`src/rtl/excp_pkg.sv`:
```
// rtl/excp_pkg.sv - shared types and constants for the exception PC sequencer
package excp_pkg;

    typedef enum logic [2:0] {
        ST_IDLE,
        ST_SAVE,
        ST_MREQ,
        ST_MWAIT,
        ST_LOADPC,
        ST_ACK
    } excp_state_t;

    typedef enum logic [1:0] {
        CAUSE_NONE = 2'd0,
        CAUSE_OPC  = 2'd1,
        CAUSE_OVF  = 2'd2,
        CAUSE_DIV0 = 2'd3
    } excp_cause_t;

    typedef enum logic [2:0] {
        PCSRC_A    = 3'd0,
        PCSRC_B    = 3'd1,
        PCSRC_ALU  = 3'd2,
        PCSRC_JUMP = 3'd3,
        PCSRC_JR   = 3'd4,
        PCSRC_EXCP = 3'd5
    } pcsrc_t;

    localparam int unsigned VEC_OPC_DEF  = 253;
    localparam int unsigned VEC_OVF_DEF  = 254;
    localparam int unsigned VEC_DIV0_DEF = 255;

    // Invalid opcode wins over overflow, overflow over divide-by-zero.
    function automatic excp_cause_t prio_cause(input logic opc, input logic ovf, input logic div0);
        if (opc)
            return CAUSE_OPC;
        else if (ovf)
            return CAUSE_OVF;
        else if (div0)
            return CAUSE_DIV0;
        else
            return CAUSE_NONE;
    endfunction

    function automatic logic [31:0] vec_addr(input excp_cause_t c, input int unsigned v_opc,
                                             input int unsigned v_ovf, input int unsigned v_div0);
        case (c)
            CAUSE_OPC:  return 32'(v_opc);
            CAUSE_OVF:  return 32'(v_ovf);
            CAUSE_DIV0: return 32'(v_div0);
            default:    return 32'd0;
        endcase
    endfunction

endpackage

```
`src/rtl/excp_lat_counter.sv`:
```
// rtl/excp_lat_counter.sv - memory latency down-counter with load and zero flag
module excp_lat_counter #(
    parameter int unsigned W = 2
) (
    input  logic         clk,
    input  logic         rst_n,
    input  logic         load,
    input  logic [W-1:0] load_val,
    input  logic         dec,
    output logic         zero
);

    logic [W-1:0] cnt;

    always_ff @(posedge clk or negedge rst_n) begin
        if (!rst_n)
            cnt <= '0;
        else if (load)
            cnt <= load_val;
        else if (dec && (cnt != '0))
            cnt <= cnt - 1'b1;
    end

    assign zero = (cnt == '0);

endmodule

```
`src/rtl/excp_pc_sequencer.sv`:
```
// rtl/excp_pc_sequencer.sv - exception entry sequencer: EPC save, vector fetch, PC load
// Optional EXCP_CAUSE_REG_EN: exports the latched cause and blocks back-to-back entry from ACK.
module excp_pc_sequencer
    import excp_pkg::*;
#(
    parameter int unsigned MEM_LAT  = 2,
    parameter int unsigned VEC_OPC  = VEC_OPC_DEF,
    parameter int unsigned VEC_OVF  = VEC_OVF_DEF,
    parameter int unsigned VEC_DIV0 = VEC_DIV0_DEF
) (
    input  logic        clk,
    input  logic        reset_n,
    input  logic        excp_req,
    input  logic        flag_opc,
    input  logic        flag_ovf,
    input  logic        flag_div0,
    input  logic [31:0] pc_cur,
    input  logic [7:0]  mem_rdata,
    output logic [31:0] mem_addr,
    output logic        mem_rd,
    output logic [31:0] epc_d,
    output logic        epc_wr,
    output logic [31:0] excp_code,
    output logic [2:0]  pc_src,
    output logic        pc_wr,
    output logic        excp_ack,
    output logic        busy
`ifdef EXCP_CAUSE_REG_EN
    ,
    output logic [1:0]  cause
`endif
);

    localparam int unsigned CW = $clog2(MEM_LAT) + 1;

    excp_state_t state;
    excp_cause_t cause_q;
    logic        any_flag;
    logic        start;
    logic        cnt_zero;

    assign any_flag = flag_opc | flag_ovf | flag_div0;

    // A fresh request is not taken while the spurious-request ack is still visible.
`ifdef EXCP_CAUSE_REG_EN
    assign start = excp_req && any_flag && (state == ST_IDLE) && !excp_ack;
`else
    assign start = excp_req && any_flag &&
                   (((state == ST_IDLE) && !excp_ack) || (state == ST_ACK));
`endif

    excp_lat_counter #(.W(CW)) u_lat (
        .clk      (clk),
        .rst_n    (reset_n),
        .load     (state == ST_MREQ),
        .load_val (CW'(MEM_LAT - 1)),
        .dec      (state == ST_MWAIT),
        .zero     (cnt_zero)
    );

    always_ff @(posedge clk or negedge reset_n) begin
        if (!reset_n) begin
            state     <= ST_IDLE;
            cause_q   <= CAUSE_NONE;
            mem_addr  <= '0;
            mem_rd    <= 1'b0;
            epc_d     <= '0;
            epc_wr    <= 1'b0;
            excp_code <= '0;
            pc_src    <= PCSRC_A;
            pc_wr     <= 1'b0;
            excp_ack  <= 1'b0;
            busy      <= 1'b0;
`ifdef EXCP_CAUSE_REG_EN
            cause     <= CAUSE_NONE;
`endif
        end else begin
            mem_rd   <= 1'b0;
            epc_wr   <= 1'b0;
            pc_wr    <= 1'b0;
            excp_ack <= 1'b0;
            pc_src   <= PCSRC_A;
            if (start) begin
                state   <= ST_SAVE;
                cause_q <= prio_cause(flag_opc, flag_ovf, flag_div0);
                epc_d   <= pc_cur - 32'd4;
                epc_wr  <= 1'b1;
                busy    <= 1'b1;
            end else begin
                case (state)
                    ST_IDLE: begin
                        busy <= 1'b0;
                        if (excp_req && !excp_ack)
                            excp_ack <= 1'b1;
                    end
                    ST_SAVE: begin
                        state    <= ST_MREQ;
                        mem_addr <= vec_addr(cause_q, VEC_OPC, VEC_OVF, VEC_DIV0);
                        mem_rd   <= 1'b1;
`ifdef EXCP_CAUSE_REG_EN
                        cause    <= cause_q;
`endif
                    end
                    ST_MREQ: begin
                        state <= ST_MWAIT;
                    end
                    ST_MWAIT: begin
                        if (cnt_zero) begin
                            state     <= ST_LOADPC;
                            excp_code <= {24'b0, mem_rdata};
                            mem_addr  <= '0;
                            pc_src    <= PCSRC_EXCP;
                            pc_wr     <= 1'b1;
                        end
                    end
                    ST_LOADPC: begin
                        state    <= ST_ACK;
                        excp_ack <= 1'b1;
                    end
                    ST_ACK: begin
                        state <= ST_IDLE;
                        busy  <= 1'b0;
                    end
                    default: begin
                        state <= ST_IDLE;
                        busy  <= 1'b0;
                    end
                endcase
            end
        end
    end

endmodule

```
`config.mk`:
```
export PLATFORM = sky130hd
export DESIGN_NAME = excp_pc_sequencer
export DESIGN_NICKNAME = d
export VERILOG_FILES = /design/src/rtl/excp_pkg.sv /design/src/rtl/excp_lat_counter.sv /design/src/rtl/excp_pc_sequencer.sv
export SDC_FILE = /design/constraint.sdc
export NUM_CORES = 1
export LEC_CHECK = 0
export CAP_MARGIN = 10
export CORE_MARGIN = 2
export CORE_UTILIZATION = 41
export CTS_CLUSTER_DIAMETER = 120
export DETAILED_ROUTE_END_ITERATION = 6
export PLACE_DENSITY_LB_ADDON = 0.08
export SLEW_MARGIN = 0
export SYNTH_ARGS = -nofsm -noshare
export SYNTH_HDL_FRONTEND = slang
export SYNTH_SLANG_ARGS = --single-unit
```
`constraint.sdc`:
```
create_clock -name clk -period 2.4 [get_ports clk]
set_clock_uncertainty 0.15 [all_clocks]
set_input_delay 0.48 -clock clk [delete_from_list [all_inputs] [get_ports clk]]
set_output_delay 0.48 -clock clk [all_outputs]
set_load 0.1 [all_outputs]
```
After elaboration in Yosys (flattened, before gate mapping)
Index checks and enable logic that the tools add are counted.
Operators by class
  add/subtract/negate cells: 2
  multiply operators: 0
  div/mod/pow operators: 0
  $lt $le $gt $ge: 0
  equal/unequal tests: 12
  shift operators: 0
  muxes and demuxes: 25
  bitwise operators: 3
  reductions and logical operators: 16
Operators with widths (number)
  case mux 32 bit (2 select lines): 1
  2-to-1 mux 32 bit: 1
  subtractor 32 x 3 -> 32 bit (second input constant): 1
  case mux 8 bit (3 select lines): 1
  2-to-1 mux 3 bit: 5
  case mux 3 bit (5 select lines): 1
  2-to-1 mux 1 bit: 10
  2-to-1 mux 2 bit: 5
  == test 3 x 2 -> 1 bit (second input constant): 2
  == test 3 bit (second input constant): 2
  AND reduction 3 bit: 2
  nonzero test 2 bit: 3
  logical AND 1 bit: 5
  == test 2 bit (second input constant): 2
  inequality test 2 bit (second input constant): 2
  OR reduction 4 bit: 1
  == test 3 x 1 -> 1 bit (second input constant): 1
  logical NOT 3 bit: 1
  inequality test 3 bit (second input constant): 1
  == test 2 x 1 -> 1 bit (second input constant): 1
  logical NOT 2 bit: 1
  inequality test 2 x 1 -> 1 bit (second input constant): 1
  bitwise OR 1 bit: 2
  case mux 1 bit (2 select lines): 1
  other kinds (5): 5
Word-level totals
  bits in registers: 87
  bits in latches: 0
  RAM bits: 0
  memory bits (read-only): 0
  bits of input ports: 46
  output and inout bits: 104
  word-level logic and storage cells: 70
  memories: 0

Longest topological paths before layout
Gate-level depths: netlist of the first run.
  depth in word-level cells: 6
  gate-level depth with buffers: 8
  depth with buffers taken out: 7

By module
Synthesis of the first run repeated with hierarchy kept, for this count alone.
Unflattened totals
  cells, all modules: 339
  area, all modules: 3198.1 um^2
By module, submodules not included
  excp_pc_sequencer: times used 1, cells each 326, area each 3065.4 um^2, seq. area each 1326.3 um^2
  excp_lat_counter: times used 1, cells each 13, area each 132.6 um^2, seq. area each 50.0 um^2

Worst setup path after synthesis of the first run
OpenSTA, ideal clock, no wires.
  path type: register to register
  start: register excp_ack
  end: register epc_d[5]
  setup time: 134 ps
  arrival: 2036 ps
  data required time: 2116 ps
  slack: 81 ps
  cell stages (with the launch flop): 7
  buffers on the path: 1
  period minus slack after synthesis: 2319 ps
  path through: dfrtp_1 or3_1 a21oi_1 o21ai_1 clkbuf_1 nand2_1 o21ai_0
Between the ends
  cells in the longest elaborated chain, start to end: 4
RTL lines
  start: declaration: line excp_pc_sequencer.sv:26  | output logic excp_ack,
  start signal: assignment: line excp_pc_sequencer.sv:72  | excp_ack <= 1'b0;
  start signal: assignment: line excp_pc_sequencer.sv:81  | excp_ack <= 1'b0;
  start signal: assignment: line excp_pc_sequencer.sv:94  | excp_ack <= 1'b1;
  logical NOT 1 bit: line excp_pc_sequencer.sv:49  | (((state == ST_IDLE) && !excp_ack) || (state == ST_ACK));
  logical AND 1 bit: line excp_pc_sequencer.sv:49
  logical OR 1 bit: line excp_pc_sequencer.sv:49
  logical AND 1 bit: line excp_pc_sequencer.sv:48  | assign start = excp_req && any_flag &&
  end signal: assignment: line excp_pc_sequencer.sv:86  | epc_d <= pc_cur - 32'd4;
  end: declaration: line excp_pc_sequencer.sv:21  | output logic [31:0] epc_d,
No other way between the ends.
A chain may end at the register's enable or synchronous reset.

Worst setup path after layout of the first run
  start: input port pc_cur[15]
  end: register epc_d[26]
Between the ends
  cells in the longest elaborated chain, start to end: 1
RTL lines
  start: declaration: line excp_pc_sequencer.sv:17  | input logic [31:0] pc_cur,
  subtractor 32 x 3 -> 32 bit: line excp_pc_sequencer.sv:86
No other way between the ends.

==> qor_table.md, run 1 <==
| Group | Result | Value |
| --- | --- | --- |
| run status | Outcome | completed |
| clock tree | Number of CTS-inserted buffers | 5 |
| cells and area | Number of nets in the layout | 517 |
| timing | Final worst hold slack | 0.00255 ns |
| clock tree | H-tree depth | 2 |
| global routing | Largest net degree at the start of global routing | 43 |
| drt | Initial detailed-routing violation count | 71 |
| yosys | Top_reg_cell synth | sky130_fd_sc_hd__dfrtp_1 |
| yosys | Cell Area, Synth | 3150 um2 |
| worst setup path | CP Data Arrival Time | 2.37 ns |
| global routing | Wire length of the first global-routing pass | 10800 um |
| cells and area | Synth-to-Final Area Change | 39.7% |
| timing | Highest Clock Rate | 430 MHz |
| timing | Setup repair after global routing missed its margin | false |
| worst setup path | Register-to-Register Setup Slack | 0.53 ns |
| timing | Tcrit/Tclk final | 0.969 |
| placement | Port-buffer cells | 100 |
| worst setup path | Critical setup path kind | input pin to register |
| global routing | Antenna violations before repair | 0 |
| timing | Actual transition at the worst max-transition pin | 0.552 ns |
| worst setup path | Critical Path RT | 2.45 ns |
| drt | 1st-pass router iterations | 4 |
| yosys | Distinct cell type count of the synthesized netlist | 41 |
| clock tree | CTS sink cnt | 55 |
| drt | Wirelength per Cell | 11.8 um |
| drt | Total wirelength of the detailed-routed design | 6700 um |
| worst setup path | Type of element capturing the critical path | register |
| clock tree | Root Buffer Master | sky130_fd_sc_hd__clkbuf_8 |
| yosys | Share of async-settable or async-resettable flops after synthesis | 1.00 |
| floorplanning | Starting utilization of the core area | 0.429 |
| timing | Final Critical Period | 2.33 ns |
| yosys | Share of synthesized area occupied by flip-flops and latches | 0.437 |
| yosys | Per-instance average area after synthesis | 9.26 um2 |
| timing | Hold Fails Final Rpt | 0 |
| floorplanning | Chip height | 91.6 um |
| yosys | Seq cells post-synth | 55 |
| drt | Antenna-violating nets left | 0 |
| clock tree | Clock latency reported for the late side of the worst-skew pair | 0.30 ns |
| clock tree | Clock tree from TritonCTS | yes |
| yosys | Number of synthesized flops with an enable pin | 0 |
| drt | Via count | 2533 |
| timing | Total negative slack for setup checks | 0 ns |
| placement | Placed cell count | 559 |
| floorplanning | Ports placed on the boundary | 150 |
| floorplanning | Core Region | 7330 um2 |
| floorplanning | Chip width | 91.6 um |
| timing | Count of final setup violators | 0 |
| global routing | Total routing resource utilization after global routing | 0.156 |
| clock tree | Number of buffers inserted by hold repair at cts | 0 |
| global routing | Vias in the first global route | 2323 |
| clock tree | Buffer levels on the longest clock path | 2 |
| worst setup path | Nature of the critical path startpoint | input pin |
| yosys | Count of warnings emitted by yosys | 0 |
| hold path | Hold Path Class | input pin to async pin |
| run | Number of violations of the max-capacitance limit | 0 |
| worst setup path | Maximum fanout count along the critical path | 7 |
| cells and area | Number of non-filler instances in the completed layout | 569 |
| drt | Total DRC errors in the routed layout | 0 |
| cells and area | Ant diodes | 0 |
| cells and area | Share of post-route cells with drive strength above 1 | 0.272 |
| drt | Vias per Instance | 4.45 |
| floorplanning | Total Die Area | 8400 um2 |
| clock tree | Register clock-pin slew on the reported worst setup and hold paths | 0.10 ns |
| yosys | Post-synthesis cell type with the largest combined area | sky130_fd_sc_hd__dfrtp_1 |
| timing | Tightest slew margin relative to the limit | 0.632 |
| global routing | Overall overflow remaining after global route | 0 |
| yosys | Synth top area cells | sky130_fd_sc_hd__dfrtp_1 44%, sky130_fd_sc_hd__buf_4 13%, sky130_fd_sc_hd__nand2_1 8.8% |
| yosys | Synthesized netlist cell count | 340 |
| placement | Estimated wirelength of the detail-placed design | 5180 um |
| yosys | Portion of synthesized cell area occupied by the leading cell type | 0.437 |
| floorplanning | Cell row count | 31 |
| placement | Final GP Congestion | 0.756 |
| timing | Count of pins over their slew limit | 0 |
-- synthesized netlist by cell type, types with 3 or more instances --
master                      n
sky130_fd_sc_hd__clkbuf_1   9
sky130_fd_sc_hd__inv_1      5
sky130_fd_sc_hd__buf_4     56
sky130_fd_sc_hd__nor2_1    11
sky130_fd_sc_hd__or3_1      5
sky130_fd_sc_hd__xor2_1     4
sky130_fd_sc_hd__nand2b_1   5
sky130_fd_sc_hd__nor4_2     4
sky130_fd_sc_hd__nor4_4     3
sky130_fd_sc_hd__o21ai_0   16
sky130_fd_sc_hd__o21ai_1   16
sky130_fd_sc_hd__nor3_2     5
sky130_fd_sc_hd__or4_1      4
sky130_fd_sc_hd__xnor2_1   24
sky130_fd_sc_hd__a21oi_1    4
sky130_fd_sc_hd__nand2_1   74
sky130_fd_sc_hd__nor3_1     8
sky130_fd_sc_hd__nor4_1     3
sky130_fd_sc_hd__dfrtp_1   55
-- final cells by class --
cell class                 count  area [um2]
inverter                       7        26.3
clock inverter                 2        35.0
sequential                    55        1380
fill                         677        2930
clock buffer                   6        82.6
timing repair buffer         142        1250
tap                           99         124
multi-input combinational    258        1510
-- kinds of logic (layout without fill, tap and decap cells) --
family / Yosys count / in the layout / share of synthesized area
compound gates: 45 / 45 / 0.0807
buf+inv: 75 / 157 / 0.164
fa+ha+maj: 2 / 2 / 0.00795
simple gates: 134 / 134 / 0.231
flops: 55 / 55 / 0.437
xor+xnor: 28 / 28 / 0.0779
other cells: 1 / 49 / 0.00119
-- cell usage in the layout (no fill, tap or decap), types with 11 or more instances in the layout --
master / count
sky130_fd_sc_hd__clkdlybuf4s50_1: 41
sky130_fd_sc_hd__buf_4: 92
sky130_fd_sc_hd__nor2_1: 11
sky130_fd_sc_hd__nand2_1: 74
sky130_fd_sc_hd__conb_1: 49
sky130_fd_sc_hd__xnor2_1: 24
sky130_fd_sc_hd__o21ai_1: 15
sky130_fd_sc_hd__o21ai_0: 16
sky130_fd_sc_hd__dfrtp_1: 55
-- per-stage QoR --
step | worst slack (ns) | util | instance area (um2)
final | 0.0737 | 0.600 | 4400
after global routing | 0.00630 | 0.600 | 4400
after CTS | 0.00317 | 0.591 | 4330
after detailed placement | -0.362 | 0.570 | 4180
after global placement | -0.310 | 0.570 | 4180
after floorplan | 0.0806 | - | 3330
-- critical path, stage by stage --
cell                              delay, ns
sky130_fd_sc_hd__clkdlybuf4s50_1       0.42
sky130_fd_sc_hd__or4_1                 0.40
sky130_fd_sc_hd__or3_4                 0.42
sky130_fd_sc_hd__buf_12                0.17
sky130_fd_sc_hd__nor4b_4               0.27
sky130_fd_sc_hd__xnor2_1               0.14
sky130_fd_sc_hd__o21ai_1               0.08
-- repair_timing --
item | in CTS | in global routing
setup buffers | 0 | 1
pin swaps | 0 | 8
gates cloned | 0 | 1
resized for setup | 4 | 7
setup endpoints to repair | 4 | 8
-- path summary, 6_finish.rpt --
kind / from / endpoint / cells after the start
setup / recovery: pc_cur[15] / epc_d[26] / 7
hold / removal: reset_n / mem_addr[6] / 1
hold reg to reg: excp_code[0] / excp_code[0] / 2
max in group asynchronous: reset_n / epc_d[24] / 2
min in group clk: excp_code[0] / excp_code[0] / 2
setup reg to reg: state[2] / epc_d[4] / 7
-- metal layers --
layer | global-route usage | vias to the layer above | share of wire
li1 | - | 1269 | -
met3 | 0.0427 | 4 | 0.071
met4 | 0.0303 | 0 | 0.0057
met2 | 0.265 | 76 | 0.50
met5 | 0 | - | 0
met1 | 0.201 | 1184 | 0.43
-- flip-flops by register name, summed over array words and instances (netlist names) --
signal	cells
excp_ack	1
epc_d	32
u_lat.cnt	2
cause_q	2
state	3
mem_addr	3
pc_src	1
excp_code	8
mem_rd	1
busy	1
epc_wr	1
Power of run 1 is left out: the tool's default activity adds up to more than one toggle a clock period on the data nets, which glitch-free logic cannot reach.
==> run 2: changes to the inputs <==
--- a/config.mk
+++ b/config.mk
@@ -5,9 +5,9 @@
 export SDC_FILE = /design/constraint.sdc
 export NUM_CORES = 1
 export LEC_CHECK = 0
-export CAP_MARGIN = 10
+export CAP_MARGIN = 0
 export CORE_MARGIN = 2
-export CORE_UTILIZATION = 41
+export CORE_UTILIZATION = 45
 export CTS_CLUSTER_DIAMETER = 120
 export DETAILED_ROUTE_END_ITERATION = 6
 export PLACE_DENSITY_LB_ADDON = 0.08
==> constraint.sdc (replaced) <==
create_clock -name clk -period 2.79 [get_ports clk]
set_clock_uncertainty 0.15 [all_clocks]
set_input_delay 0.558 -clock clk [delete_from_list [all_inputs] [get_ports clk]]
set_output_delay 0.558 -clock clk [all_outputs]
set_load 0.1 [all_outputs]
==> qor_table.md, run 2 (synthesis gave the netlist of run 1 again) <==
| Group | Result | Value | Delta |
| --- | --- | --- | --- |
| clock tree | Clock tree from TritonCTS | yes |  |
| global routing | Vias in the first global route | 2286 | -1.6% |
| cells and area | Number of nets in the layout | 493 | -4.6% |
| floorplanning | Chip height | 87.6 um | -4.3% |
| worst setup path | End of the worst register-to-register path | epc_d[6] |  |
| drt | Initial detailed-routing violation count | 75 | +5.6% |
| placement | Placement-stage cell area | 4000 um2 | -4.3% |
| floorplanning | Cell row count | 30 | -3.2% |
| timing | Setup repair after global routing missed its margin | false |  |
| placement | Placed cell count | 534 | -4.5% |
| worst setup path | Maximum fanout count along the critical path | 15 | +8 |
| timing | Count of pins over their slew limit | 0 | unchanged |
| floorplanning | Chip width | 87.6 um | -4.3% |
| cells and area | Largest register FFs | 32 | unchanged |
| worst setup path | Nature of the critical path startpoint | input pin |  |
| timing | Actual transition at the worst max-transition pin | 0.680 ns | +0.129 ns |
| placement | Estimated wirelength of the detail-placed design | 4970 um | -4.1% |
| clock tree | CTS sink cnt | 55 | unchanged |
| clock tree | Clock latency reported for the late side of the worst-skew pair | 0.30 ns | about the same |
| timing | Total negative slack for setup checks | 0 ns | unchanged |
| timing | Tcrit/Tclk final | 0.888 |  |
| cells and area | Area of all placed cells without fillers | 4100 um2 | -6.8% |
| cells and area | Largest registers in the final layout | epc_d (32), excp_code (8) |  |
| floorplanning | Ports placed on the boundary | 150 | unchanged |
| placement | Final GP Congestion | 0.816 | +7.9% |
| drt | Antenna-violating nets left | 0 | unchanged |
| drt | Vias per Instance | 4.49 | +0.75% |
| drt | Total DRC errors in the routed layout | 0 | unchanged |
| floorplanning | Starting utilization of the core area | 0.463 | +0.0339 |
| drt | Wirelength per Cell | 11.9 um | +1.0% |
| worst setup path | CP Data Arrival Time | 2.52 ns | +0.15 ns |
| worst setup path | CP Launch Point | pc_cur[16] |  |
| worst setup path | Critical Path RT | 2.84 ns | +0.39 ns |
| cells and area | Register with the most flip-flops | epc_d |  |
| worst setup path | End point of the critical path | epc_d[31] |  |
| cells and area | Commonest non-fill, non-tap cell in the layout | sky130_fd_sc_hd__nand2_1 |  |
| timing | Final Critical Period | 2.48 ns |  |
| clock tree | Number of buffers inserted by hold repair at cts | 0 | unchanged |
| floorplanning | Total Die Area | 7680 um2 | -8.5% |
| clock tree | Number of CTS-inserted buffers | 5 | unchanged |
| cells and area | Number of non-filler instances in the completed layout | 542 | -4.7% |
| cells and area | Share of post-route cells with drive strength above 1 | 0.226 | -0.0459 |
| hold path | Hold Path Class | input pin to async pin |  |
| global routing | GR Util met1 | 0.212 | +0.0107 |
| cells and area | Synth-to-Final Area Change | 30.2% |  |
| clock tree | Post-cts repair resize count | 0 | -4 |
| global routing | Grt peak-use layer | met2 |  |
| clock tree | Number of buffers inserted to repair setup after CTS | 0 | unchanged |
| placement | Port-buffer cells | 100 | unchanged |
| global routing | Antenna violations before repair | 0 | unchanged |
| clock tree | Register clock-pin slew on the reported worst setup and hold paths | 0.10 ns | about the same |
| clock tree | Buffer levels on the longest clock path | 2 | unchanged |
| run status | Outcome | completed |  |
| global routing | Largest net degree at the start of global routing | 59 | +37% |
| clock tree | H-tree depth | 2 | unchanged |
| cells and area | Count of fill cells added during filler insertion | 613 | -9.5% |
| timing | Hold Fails Final Rpt | 0 | unchanged |
| drt | Via count | 2431 | -4.0% |
| global routing | Overall overflow remaining after global route | 0 | unchanged |
| worst setup path | FF-to-FF Start | state[2] |  |
| global routing | Wire length of the first global-routing pass | 10400 um | -4.1% |
| worst setup path | Register-to-Register Setup Slack | 0.65 ns | +0.12 ns |
| global routing | Met2 usage in global routing | 0.293 | +0.0274 |
| cells and area | Ant diodes | 0 | unchanged |
| timing | Tightest slew margin relative to the limit | 0.547 | -0.0857 |
| timing | Count of final setup violators | 0 | unchanged |
| floorplanning | Core Region | 6790 um2 | -7.3% |
| global routing | GR met3 Demand/Resource | 0.0405 | -0.00220 |
| timing | Highest Clock Rate | 404 MHz |  |
| cells and area | Most frequent cells in the layout | 74 x sky130_fd_sc_hd__nand2_1, 70 x sky130_fd_sc_hd__buf_4, 55 x sky130_fd_sc_hd__dfrtp_1 |  |
| drt | Total wirelength of the detailed-routed design | 6450 um | -3.8% |
| clock tree | Root Buffer Master | sky130_fd_sc_hd__clkbuf_8 |  |
| run | Number of violations of the max-capacitance limit | 0 | unchanged |
| worst setup path | Critical setup path kind | input pin to register |  |
| global routing | Total routing resource utilization after global routing | 0.167 | +0.0105 |
| drt | 1st-pass router iterations | 4 | unchanged |
| worst setup path | Depth of the most critical reg-to-reg path | 6 | -1 |
| worst setup path | Type of element capturing the critical path | register |  |
[run 2: cell types whose count changed in the layout (fill, tap and decap cells not counted), sizes merged]
cell / previous run / this run
buf: 97 / 74
clkdlybuf4s50: 41 / 44
dlymetal6s2s: 3 / 0
bufinv: 1 / 0
clkbuf: 7 / 6
clkinvlp: 0 / 1
[run 2: layout make-up]
cell class / instances / area [um2] / share of cell area
Clock buffer: 6 / 82.6 / 0.0201
Clock inverter: 2 / 16.3 / 0.00397
Inverter: 7 / 26.3 / 0.00641
Multi-Input combinational cell: 258 / 1450 / 0.353
Sequential cell: 55 / 1380 / 0.336
Tap cell: 96 / 120 / 0.0293
Timing Repair Buffer: 118 / 1030 / 0.252
[run 2: how the worst min path moves through the flow]
stage,startpoint,end
floorplan,reset_n,busy
global placement,excp_code[7],excp_code[7]
detailed placement,excp_code[5],excp_code[5]
CTS,reset_n,epc_d[29]
global route,reset_n,mem_addr[1]
finish,reset_n,mem_addr[6]
[run 2: routing by layer]
layer	vias up	wire, um
met2	72	3240
met1	1121	2770
met5	-	0
li1	1233	-
met4	0	40
met3	5	397
[run 2: worst max-delay path: stages]
cell                              delay [ns]
sky130_fd_sc_hd__clkdlybuf4s50_1        0.43
sky130_fd_sc_hd__or4_1                  0.49
sky130_fd_sc_hd__or3_1                  0.36
sky130_fd_sc_hd__buf_12                 0.18
sky130_fd_sc_hd__nor4_2                 0.29
sky130_fd_sc_hd__xnor2_1                0.15
sky130_fd_sc_hd__o21ai_1                0.07
[run 2: per-stage QoR]
step / hold WS, ns / setup slack, ns / util
global route: 0.284 / 0.193 / 0.603
global placement: 0.310 / -0.00177 / 0.589
detailed placement: 0.319 / -0.0372 / 0.589
floorplan: 0.112 / 0.437 / -
CTS: 0.252 / 0.307 / 0.603
finish: 0.217 / 0.314 / 0.603
Power of run 2 is left out for the same reason.
